File: src/rtl/ai_layer_sequencer.sv
// Layer sequencer for the 32x32 broadcast-MAC MMU: loads host features, runs dense
// layers 0..3 through the MMU, requantizes hidden results in place, returns layer-3 neuron 0.
module ai_layer_sequencer #(
    parameter int AW    = 8,
    parameter int ACCW  = 18,
    parameter int N_IN  = 4,
    parameter int DIM   = 32,
    parameter int SHIFT = 4
) (
    input  logic            clk,
    input  logic            reset,
    input  logic            in_valid,
    input  logic [AW-1:0]   in_data,
    output logic            in_ready,
    output logic            result_valid,
    output logic [ACCW-1:0] result,
    output logic            busy,
    output logic            err,
    output logic            mmu_start,
    output logic [1:0]      mmu_layer_sel,
    output logic            mmu_act_valid,
    output logic [AW-1:0]   mmu_act_in,
    input  logic            mmu_res_valid,
    input  logic [ACCW-1:0] mmu_res_out,
    input  logic            mmu_done
);

    localparam int IW = $clog2(DIM);
    localparam logic [AW-1:0]   QMAX   = {1'b0, {(AW-1){1'b1}}};
    localparam logic [ACCW-1:0] QMAX_W = ACCW'(QMAX);

    typedef enum logic [2:0] {
        S_IDLE, S_LOAD, S_START, S_FEED, S_COLLECT, S_OUTPUT
    } state_t;

    state_t           r_state, w_next;
    logic [IW-1:0]    r_idx;
    logic [IW-1:0]    r_fcnt;
    logic [IW:0]      r_bcnt;
    logic [1:0]       r_layer;
    logic [ACCW-1:0]  r_result;
    logic             r_err;
    logic [AW-1:0]    r_abuf [DIM];

    logic             w_accept;
    logic [IW-1:0]    w_feat_idx;
    logic             w_last_feat;
    logic             w_cnt_ok;

    function automatic logic [AW-1:0] requant(input logic [ACCW-1:0] v);
        logic signed [ACCW-1:0] s;
        s = $signed(v) >>> SHIFT;
        if (s[ACCW-1])
            return '0;
        if ($unsigned(s) > QMAX_W)
            return QMAX;
        return s[AW-1:0];
    endfunction

    assign w_accept    = in_valid && in_ready;
    assign w_feat_idx  = (r_state == S_IDLE) ? '0 : r_fcnt;
    assign w_last_feat = (w_feat_idx == IW'(N_IN - 1));
    // Beat count includes a result beat arriving in the same cycle as done.
    assign w_cnt_ok    = ((IW+2)'(r_bcnt) + (IW+2)'(mmu_res_valid)) == (IW+2)'(DIM);

    always_ff @(posedge clk or posedge reset) begin
        if (reset)
            r_state <= S_IDLE;
        else
            r_state <= w_next;
    end

    always_comb begin
        w_next = r_state;
        unique case (r_state)
            S_IDLE:    if (w_accept) w_next = w_last_feat ? S_START : S_LOAD;
            S_LOAD:    if (w_accept && w_last_feat) w_next = S_START;
            S_START:   w_next = S_FEED;
            S_FEED:    if (r_idx == IW'(DIM - 1)) w_next = S_COLLECT;
            S_COLLECT: if (mmu_done) w_next = (r_layer == 2'd3) ? S_OUTPUT : S_START;
            S_OUTPUT:  w_next = S_IDLE;
            default:   w_next = S_IDLE;
        endcase
    end

    always_comb begin
        in_ready      = (r_state == S_IDLE) || (r_state == S_LOAD);
        mmu_start     = (r_state == S_START);
        mmu_act_valid = (r_state == S_FEED);
        result_valid  = (r_state == S_OUTPUT);
        busy          = (r_state != S_IDLE);
        mmu_act_in    = '0;
        if (r_state == S_FEED) begin
            // Layer 0 only has N_IN real inputs; the rest of the MMU row is zero-padded.
            if (r_layer == 2'd0 && {1'b0, r_idx} >= (IW+1)'(N_IN))
                mmu_act_in = '0;
            else
                mmu_act_in = r_abuf[r_idx];
        end
    end

    always_ff @(posedge clk or posedge reset) begin
        if (reset) begin
            r_idx    <= '0;
            r_fcnt   <= '0;
            r_bcnt   <= '0;
            r_layer  <= '0;
            r_result <= '0;
            r_err    <= 1'b0;
        end else begin
            unique case (r_state)
                S_IDLE, S_LOAD: begin
                    if (w_accept) begin
                        r_fcnt <= w_feat_idx + 1'b1;
                        if (w_last_feat)
                            r_layer <= '0;
                    end
                end
                S_START: begin
                    r_idx  <= '0;
                    r_bcnt <= '0;
                end
                S_FEED: begin
                    r_idx <= (r_idx == IW'(DIM - 1)) ? '0 : r_idx + 1'b1;
                end
                S_COLLECT: begin
                    if (mmu_res_valid) begin
                        if (r_layer == 2'd3 && r_idx == '0)
                            r_result <= mmu_res_out;
                        r_idx <= r_idx + 1'b1;
                        if (r_bcnt != '1)
                            r_bcnt <= r_bcnt + 1'b1;
                    end
                    if (mmu_done) begin
                        if (!w_cnt_ok)
                            r_err <= 1'b1;
                        if (r_layer != 2'd3)
                            r_layer <= r_layer + 1'b1;
                        r_idx <= '0;
                    end
                end
                default: ;
            endcase
        end
    end

    // Feed of a layer always completes before its first result, so one write port suffices.
    always_ff @(posedge clk) begin
        if (w_accept)
            r_abuf[w_feat_idx] <= in_data;
        else if (r_state == S_COLLECT && mmu_res_valid && r_layer != 2'd3)
            r_abuf[r_idx] <= requant(mmu_res_out);
    end

    assign result        = r_result;
    assign err           = r_err;
    assign mmu_layer_sel = r_layer;

endmodule

File: config.mk
export PLATFORM = sky130hd
export DESIGN_NAME = ai_layer_sequencer
export DESIGN_NICKNAME = d
export VERILOG_FILES = /design/src/rtl/ai_layer_sequencer.sv
export SDC_FILE = /design/constraint.sdc
export NUM_CORES = 1
export LEC_CHECK = 0
export ABC_AREA = 0
export CORE_AREA = 2 2 161 163
export CTS_BUF_LIST = sky130_fd_sc_hd__clkbuf_4 sky130_fd_sc_hd__clkbuf_8
export CTS_CLUSTER_DIAMETER = 30
export DETAILED_ROUTE_END_ITERATION = 12
export DIE_AREA = 0 0 163 165
export PLACE_DENSITY = 0.73
export SYNTH_ARGS = -nofsm -noshare
export SYNTH_HDL_FRONTEND = slang
export SYNTH_SLANG_ARGS = --single-unit
File: constraint.sdc
create_clock -name clk -period 4.9 [get_ports clk]
set_clock_uncertainty 0.2 [all_clocks]
set_input_delay 0.49 -clock clk [delete_from_list [all_inputs] [get_ports clk]]
set_output_delay 0.49 -clock clk [all_outputs]
set_load 0.05 [all_outputs]
== Word-level counts from Yosys, hierarchy flattened ==
Memories as Yosys holds them, arrays and structs flattened.
Index checks and enable logic that the tools add are counted.
Storage, ports and cells
  memory bits (writable): 256
  input bits: 31
  flip-flop bits (word level): 40
  memories kept: 1
  output and inout bits: 34
Memories
  r_abuf: depth 32, bits a word 8, rd ports 1, clocked after memory_dff 0, write ports 1, line 43  | logic [AW-1:0] r_abuf [DIM];
Cells by class
  eq/ne operators: 21
  magnitude comparators: 2
  add/subtract/negate cells: 5
  bitwise operators: 1
  reductions and logical operators: 23
  muxes and demuxes: 43
Operators with widths (number)
  $mux W8: 9
  $mux W5: 5
  $gt A18 B7 Y1 const B: 1
  $ne A2 B2 Y1 const B: 9
  $mux W3: 5
  $pmux W3 S5: 1
  $pmux W5 S3: 1
  $mux W1: 13
  $mux W6: 2
  $pmux W6 S2: 1
  $add A5 B1 Y5 const B: 2
  $mux W2: 5
  $reduce_and A3 Y1: 3
  $reduce_or A8 Y1: 1
  $add A6 B1 Y7: 1
  $eq A7 B6 Y1 const B: 1
  $add A6 B1 Y6 const B: 1
  $eq A3 B2 Y1 const B: 2
  $eq A3 B3 Y1 const B: 2
  $logic_and A1 B1 Y1: 6
  $ne A6 B6 Y1 const B: 1
  $reduce_bool A3 Y1: 2
  $eq A5 B2 Y1 const B: 1
  $eq A5 B5 Y1 const B: 1
  other kinds (17): 19

== Longest topological paths before layout ==
Gate-level depths: netlist (run 1).
  depth after elaboration: 13
  depth in mapped cells: 10

== Worst setup path after synthesis (run 1) ==
No wires, ideal clock.
  kind: reg2reg
  from: register r_layer[0] (netlist: mmu_layer_sel[0])
  to: memory r_abuf[0][5] (data pin)
  setup slack: 1.390 ns
  required time: 4.233 ns
  stages on the path, launching flop included: 6
  arrival time: 2.843 ns
  buffers on the path: 2
  cells stage by stage: dfrtp_1 -> ha_1 -> nand2b_1 -> buf_2 -> buf_1 -> o31ai_1
On the way
  word-level cells in the longest chain between the ends: 7
Ends and longest elaborated chain
  start, declared: line 40  | logic [1:0] r_layer;
  start signal, assigned: line 138  | r_layer <= r_layer + 1'b1;
  $ne A2 B2 Y1: line 151  | else if (r_state == S_COLLECT && mmu_res_valid && r_layer != 2'd3)
  $logic_and A1 B1 Y1: line 151
  $mux W1: line 151
  $mux W1: line 149  | if (w_accept)
  $mux W1 (not written as such): line 152  | r_abuf[r_idx] <= requant(mmu_res_out);
  $reduce_or A8 Y1 (no source line)
  $mux W8 (no source line)
  end, declared: line 43
Every way passes these cells.

== Worst setup path in the final report (run 1) ==
  from: register r_state[2]
  to: output mmu_act_in[0]
On the way
  word-level cells in the longest chain between the ends: 2
Ends and longest elaborated chain
  start, declared: line 36  | state_t r_state, w_next;
  start signal, assigned: line 70  | r_state <= w_next;
  $eq A3 B2 Y1: line 93  | if (r_state == S_FEED) begin
  $mux W8: line 93
  end, declared: line 22  | output logic [AW-1:0] mmu_act_in,
Every way passes these cells.

==> results of run 1 <==
==> power by group through the flow <==
stage | Combinational, mW | Clock [mW] | Sequential [mW]
global placement | 1.83 | 0 | 3.18
CTS | 1.87 | 2.67 | 3.14
finish | 1.86 | 2.62 | 3.14
detailed placement | 1.86 | 0 | 3.19
global route | 1.99 | 2.79 | 3.16
floorplan | 1.39 | 0 | 3.09
==> state kept, by name, summed over array words and instances (netlist names) <==
| signal | cells |
|---|---|
| r_abuf | 256 |
| result | 18 |
| r_bcnt | 6 |
| r_fcnt | 5 |
| r_idx | 5 |
| r_state | 3 |
| mmu_layer_sel | 2 |
| err | 1 |
==> final cells by class <==
class | instances | area [um^2]
clock inverters | 33 | 388
clock buffers | 66 | 858
well taps | 330 | 413
repair buffers | 113 | 1030
flip-flops and latches | 296 | 8690
inverters | 17 | 63.8
multi-input cells | 406 | 3600
fillers | 1857 | 9990
==> path summary, 6_finish.rpt <==
path                                   from             to  slack (ns)
max                              r_state[2]  mmu_act_in[0]        0.53
min                                   reset       r_idx[3]        0.26
max reg2reg                mmu_layer_sel[0]  r_abuf[14][4]        1.49
min reg2reg                             err            err        0.29
max in group asynchronous             reset     result[17]        3.44
min in group clk                        err            err        0.29
==> cells in the final DEF (no fill, tap or decap), types with 4 or more instances in the layout <==
| master | n |
|---|---|
| clkbuf_4 | 8 |
| nand2_1 | 25 |
| clkinv_2 | 7 |
| mux4_2 | 32 |
| inv_1 | 17 |
| o21ai_0 | 18 |
| edfxtp_1 | 256 |
| clkinv_1 | 8 |
| clkbuf_8 | 58 |
| clkdlybuf4s50_1 | 64 |
| nor3b_1 | 4 |
| nor3_1 | 39 |
| a22oi_1 | 41 |
| nor2b_1 | 7 |
| buf_4 | 47 |
| mux2i_1 | 66 |
| bufinv_16 | 8 |
| o31ai_4 | 7 |
| mux2_2 | 34 |
| and3_1 | 4 |
| nor2_1 | 16 |
| a21oi_1 | 11 |
| clkinvlp_4 | 4 |
| nand3_1 | 32 |
| clkinv_4 | 5 |
| nand2b_1 | 4 |
| dfrtp_1 | 38 |
| ha_1 | 9 |
==> cells by family (layout without fill, tap and decap cells) <==
group,after synthesis,count (layout),share of synthesized area (%)
adder cells (fa/ha/maj),9,9,0.905
flip-flops,296,296,69.8
AND/OR/NAND/NOR,160,160,7.01
multiplexers,132,132,14.2
buffers and inverters,56,229,2.09
XOR/XNOR,1,1,0.0704
AO/OA/AOI/OAI,104,104,5.89
==> worst register-to-register path: stages (launching register included) <==
cell and delay, ns:
dfrtp_1 0.42, ha_1 0.49, nor2b_1 0.09, o21ai_0 0.58
a31oi_1 0.38, nor3_1 0.69, buf_4 0.26
==> metal layers <==
metal	wire [um]	global-route usage [%]	vias up
met5	0	0	-
met3	1800	5.27	56
met2	12700	33.0	281
li1	-	-	3306
met4	508	6.52	0
met1	11200	26.3	3613
==> key figures, run 1 <==
Yosys
  • Post-synth EDFFs: 256
  • Post-synth ARST share: 13.5%
  • Seq/Total Area, Yosys: 69.8%
  • Yosys reg bits: 296
  • Synth warn: 0
  • Synth Flop Type: edfxtp_1
  • Cells after Synth: 758
  • Top cells by area, synth: edfxtp_1 62%, dfrtp_1 8.0%, mux4_2 5.8%
  • Avg Inst Size Synth: 16.4 um^2
  • Mapped Area: 0.0124 mm^2
  • Yosys top cell by area: edfxtp_1
  • Top cells by count, synth: 256 x edfxtp_1, 66 x mux2i_1, 41 x a22oi_1, 41 x nor3_1, 40 x dfrtp_1
  • Syn nets: 798
  • Synth unique cells: 56
  • Most frequent cell after synthesis: edfxtp_1
  • Post-synth top area share: 61.8%

Setup path
  • CP max stage delay: 0.93 ns
  • CP endpoint kind: primary output
  • Top delay family on crit path: compound AO/OA/AOI/OAI gates
  • Category of the most critical setup path: reg -> out
  • Maximum fanout along the worst path: 18
  • Instance count on the critical path: 5
  • Crit path buffers/inverters: 1
  • CP arrival: 3.68 ns
  • R2r worst-path depth: 6
  • CP required: 4.21 ns
  • Slowest CP cell: a2111oi_2
  • CP startpoint kind: flip-flop
  • Cells along the critical path: nand3b_4 > a2111oi_2 > a22oi_1 > nand3_1 > clkdlybuf4s50_1

Die
  • Initial Util: 49.7%
  • IO Pins: 65
  • Die area: 0.0269 mm^2
  • Die Span Y: 165 um
  • Die span in x: 163 um
  • Rows: 58
  • Core ar.: 0.0250 mm^2

Power
  • Lkg Pwr: 5.04 nW
  • Comb power frac: 24.4%
  • Power Total: 7.62 mW
  • VDD IR-drop max: 0.000294 V
  • Flop pwr share: 41.2%
  • P_sw: 2.32 mW
  • Switch share: 30.5%
  • Power density cells: 506 mW/mm^2
  • Clock power share: 34.4%
  • Internal: 5.30 mW

Placed design
  • Post-DP Area: 0.0138 mm^2
  • IO Port Bufs: 64
  • Placer Congestion: 0.805
  • Placed insts: 1162
  • DP Wirelength: 16.7 mm
  • Pre-CTS setup slack: 1.16 ns

CTS
  • Longest Clk Path Bufs: 3
  • H-tree level count: 2
  • CTS tree: built
  • Root buffer cell: clkbuf_8
  • # Post-CTS Setup Buffers: 0
  • Cts repair resizes: 0
  • Worst skew pair latency: 0.59 ns
  • Reg clk slew, reported paths: 0.06 ns
  • Clock sinks: 296
  • TritonCTS Buffers: 56
  • Hold buffer count at CTS: 0

Finish
  • Syn-to-layout area delta: 21.0%
  • Ant. Diodes: 0
  • Nets: 930
  • Post-Layout Cell Count: 1261
  • Layout cells sized above 1: 24.5%
  • Post-layout util: 60.1%
  • Cell area after layout: 0.0150 mm^2

Detailed routing
  • Detailed Route WL: 26.2 mm
  • Drt via density: 5.75
  • DR WL/cell: 20.8 um
  • ANT nets after route: 0
  • First-pass detailed-route iteration total: 6
  • Number of DRC markers in iteration 0: 719
  • Via total after detailed routing: 7256
  • Drt drc: 0

Timing
  • Final slew viol count: 0
  • Worst-Margin Slew: 1.03 ns
  • Final setup fails: 0
  • Setup TNS: 0 ns
  • Final hold viol count: 0
  • RSZ-0062 raised after global routing: false
  • Final Critical Period: 4.37 ns
  • Fmax: 0.229 GHz
  • Hold WS: 0.260 ns
  • Slew Limit Headroom: 31.2%
  • Fin worst setup slack: 0.533 ns
  • Period utilization: 89.1%

Job
  • Max-Cap Viols: 0

Worst hold path
  • Min-Delay Path Class: in -> async

Global routing
  • Grt ovf: 0
  • Vias in the first global route: 7380
  • Largest net degree at the start of global routing: 68
  • First-pass GRT wire length: 40.9 mm
  • Gr usage total: 20.1%
  • Antenna violations before repair: 0

Status
  • Status: complete, no violations
No activity file was read; power rests on OpenSTA's default activity.
==> run 2, diff against run 1 <==
- PLACE_DENSITY: 0.73 -> 0.75
- clock period: 4.9 -> 3.9 ns (I/O delays scaled with it)
==> key figures, run 2 (synthesis results as in run 1) <==
Finish
  • Post-layout util: 60.3%
  • Post-Layout Cell Count: 1278
  • Syn-to-layout area delta: 21.4%
  • Ant. Diodes: 0
  • Largest Register: r_abuf
  • Max FFs per register: 256
  • Most common cell after layout, fill and taps aside: edfxtp_1
  • Most frequent cells in the layout: 256 x edfxtp_1, 69 x buf_4, 66 x mux2i_1
  • Cell area after layout: 0.0151 mm^2
  • Nets: 949
  • Layout cells sized above 1: 26.1%

Global routing
  • Largest net degree at the start of global routing: 36
  • Grt ovf: 0
  • Gr usage total: 21.4%
  • First-pass GRT wire length: 43.1 mm
  • Antenna violations before repair: 0
  • Vias in the first global route: 7645

Power
  • Power Total: 9.42 mW
  • Switch share: 31.2%
  • VDD IR-drop max: 0.000329 V
  • Comb power frac: 26.7%
  • Internal: 6.48 mW
  • Lkg Pwr: 5.16 nW
  • Clock power share: 32.1%
  • Power density cells: 624 mW/mm^2
  • P_sw: 2.94 mW
  • Flop pwr share: 41.2%

Setup path
  • Reg-to-reg slack, setup: 0.76 ns
  • Slowest CP cell: clkdlybuf4s50_1
  • Critical Path Start: r_idx[0]
  • CP max stage delay: 0.73 ns
  • Category of the most critical setup path: reg -> out
  • Worst r2r dst: r_abuf[13][3]
  • Cells along the critical path: buf_4 > mux4_2 > mux2_2 > a22oi_1 > nand3_1 > clkdlybuf4s50_1
  • CP startpoint kind: flip-flop
  • Maximum fanout along the worst path: 18
  • CP endpoint kind: primary output
  • Worst R2R Start: r_state[2]
  • R2r worst-path depth: 8
  • CP arrival: 3.22 ns
  • CP required: 3.31 ns

Job
  • Max-Cap Viols: 0

CTS
  • TritonCTS Buffers: 54
  • Worst skew pair latency: 0.56 ns
  • Root buffer cell: clkbuf_8
  • Longest Clk Path Bufs: 3
  • Reg clk slew, reported paths: 0.06 ns
  • H-tree level count: 2
  • CTS tree: built
  • Clock sinks: 296

Detailed routing
  • Drt via density: 5.82
  • DR WL/cell: 22.0 um
  • Via total after detailed routing: 7441
  • ANT nets after route: 0
  • Detailed Route WL: 28.1 mm
  • Number of DRC markers in iteration 0: 752
  • First-pass detailed-route iteration total: 5
  • Drt drc: 0

Timing
  • Slew Limit Headroom: 38.6%
  • RSZ-0062 raised after global routing: false
  • Final hold viol count: 0
  • Hold WS: 0.242 ns
  • Final setup fails: 0
  • Final slew viol count: 0
  • Fin worst setup slack: 0.0933 ns
  • Final Critical Period: 3.81 ns
  • Worst-Margin Slew: 0.922 ns
  • Setup TNS: 0 ns
  • Fmax: 0.263 GHz
  • Period utilization: 97.6%

Status
  • Status: complete, no violations

Die
  • Die Span Y: 165 um
  • Core ar.: 0.0250 mm^2
  • Die span in x: 163 um
  • Rows: 58
  • IO Pins: 65
  • Initial Util: 49.7%
  • Die area: 0.0269 mm^2

Placed design
  • Pre-CTS setup slack: 0.662 ns
  • Placed insts: 1181
  • DP Wirelength: 17.7 mm
  • IO Port Bufs: 64
  • Post-DP Area: 0.0139 mm^2
  • Placer Congestion: 0.836

Worst hold path
  • Hold_sp: mmu_res_out[1]
  • Min-Delay Path Class: in -> reg
  • Hold path depth: 2
  • Hold EP: result[1]
[run 2: cell count changes in the layout (fill, tap and decap cells not counted), moves of 2 or more]
cell | before | now
clkbuf_8 | 58 | 54
clkdlybuf4s50_1 | 64 | 59
nor3_1 | 39 | 41
clkinvlp_4 | 4 | 1
dlymetal6s2s_1 | 0 | 2
buf_4 | 47 | 69
bufinv_16 | 8 | 5
nor3_2 | 2 | 0
clkbuf_4 | 8 | 13
[run 2: timing repair]
| action | in CTS | in global routing |
|---|---|---|
| hold buffers | 1 | 0 |
| buffers inserted | 0 | 1 |
| endpoints found under the setup margin | 0 | 4 |
| hold endpoints to repair | 11 | 0 |
| gates resized for setup | 0 | 3 |
[run 2: layout make-up]
type                            instances  area (um^2)
Timing Repair Buffer                  134         1210
Clock inverter                         28          288
Tap cell                              330          413
Inverter                               17         63.8
Fill cell                            1861         9930
Multi-Input combinational cell        406         3590
Clock buffer                           67          841
Sequential cell                       296         8690
[run 2: worst max path at each step]
stage          slack (ns)  depth (start not counted)       endpoint
2_1_floorplan        0.39                          5   r_abuf[0][5]
3_3_place_gp         0.67                          6  mmu_act_in[7]
3_5_place_dp         0.66                          6  mmu_act_in[7]
4_1_cts              0.06                          6  mmu_act_in[7]
5_1_grt             0.003                          6  mmu_act_in[0]
6_report             0.09                          6  mmu_act_in[0]
[run 2: power groups by stage]
stage | Combinational [mW] | Clock, mW | Sequential, mW
finish | 2.52 | 3.03 | 3.88
global route | 2.69 | 3.23 | 3.90
global placement | 2.42 | 0 | 3.94
floorplan | 1.74 | 0 | 3.89
detailed placement | 2.46 | 0 | 3.95
CTS | 2.47 | 3.07 | 3.89
[run 2: per-layer routing]
layer / up-vias / global-route usage, % / routed length (um)
met5: - / 0 / 0
met4: 0 / 6.84 / 623
met3: 55 / 4.02 / 1860
met2: 286 / 37.5 / 14500
met1: 3762 / 27.2 / 11100
li1: 3338 / - / -
[run 2: worst max-delay path: cells and delay by family, from the launching register on]
family	cells	cell delay, ns
buf+inv	2	1.03
mux	2	0.82
flops	1	0.36
compound gates	1	0.27
simple gates	1	0.17
==> run 3, diff against run 2 <==
- ABC_AREA: 0 -> default
- SLEW_MARGIN: default -> 0
==> results of run 3 <==
No change in the layout: final DEF, timing and power equal those of run 2.
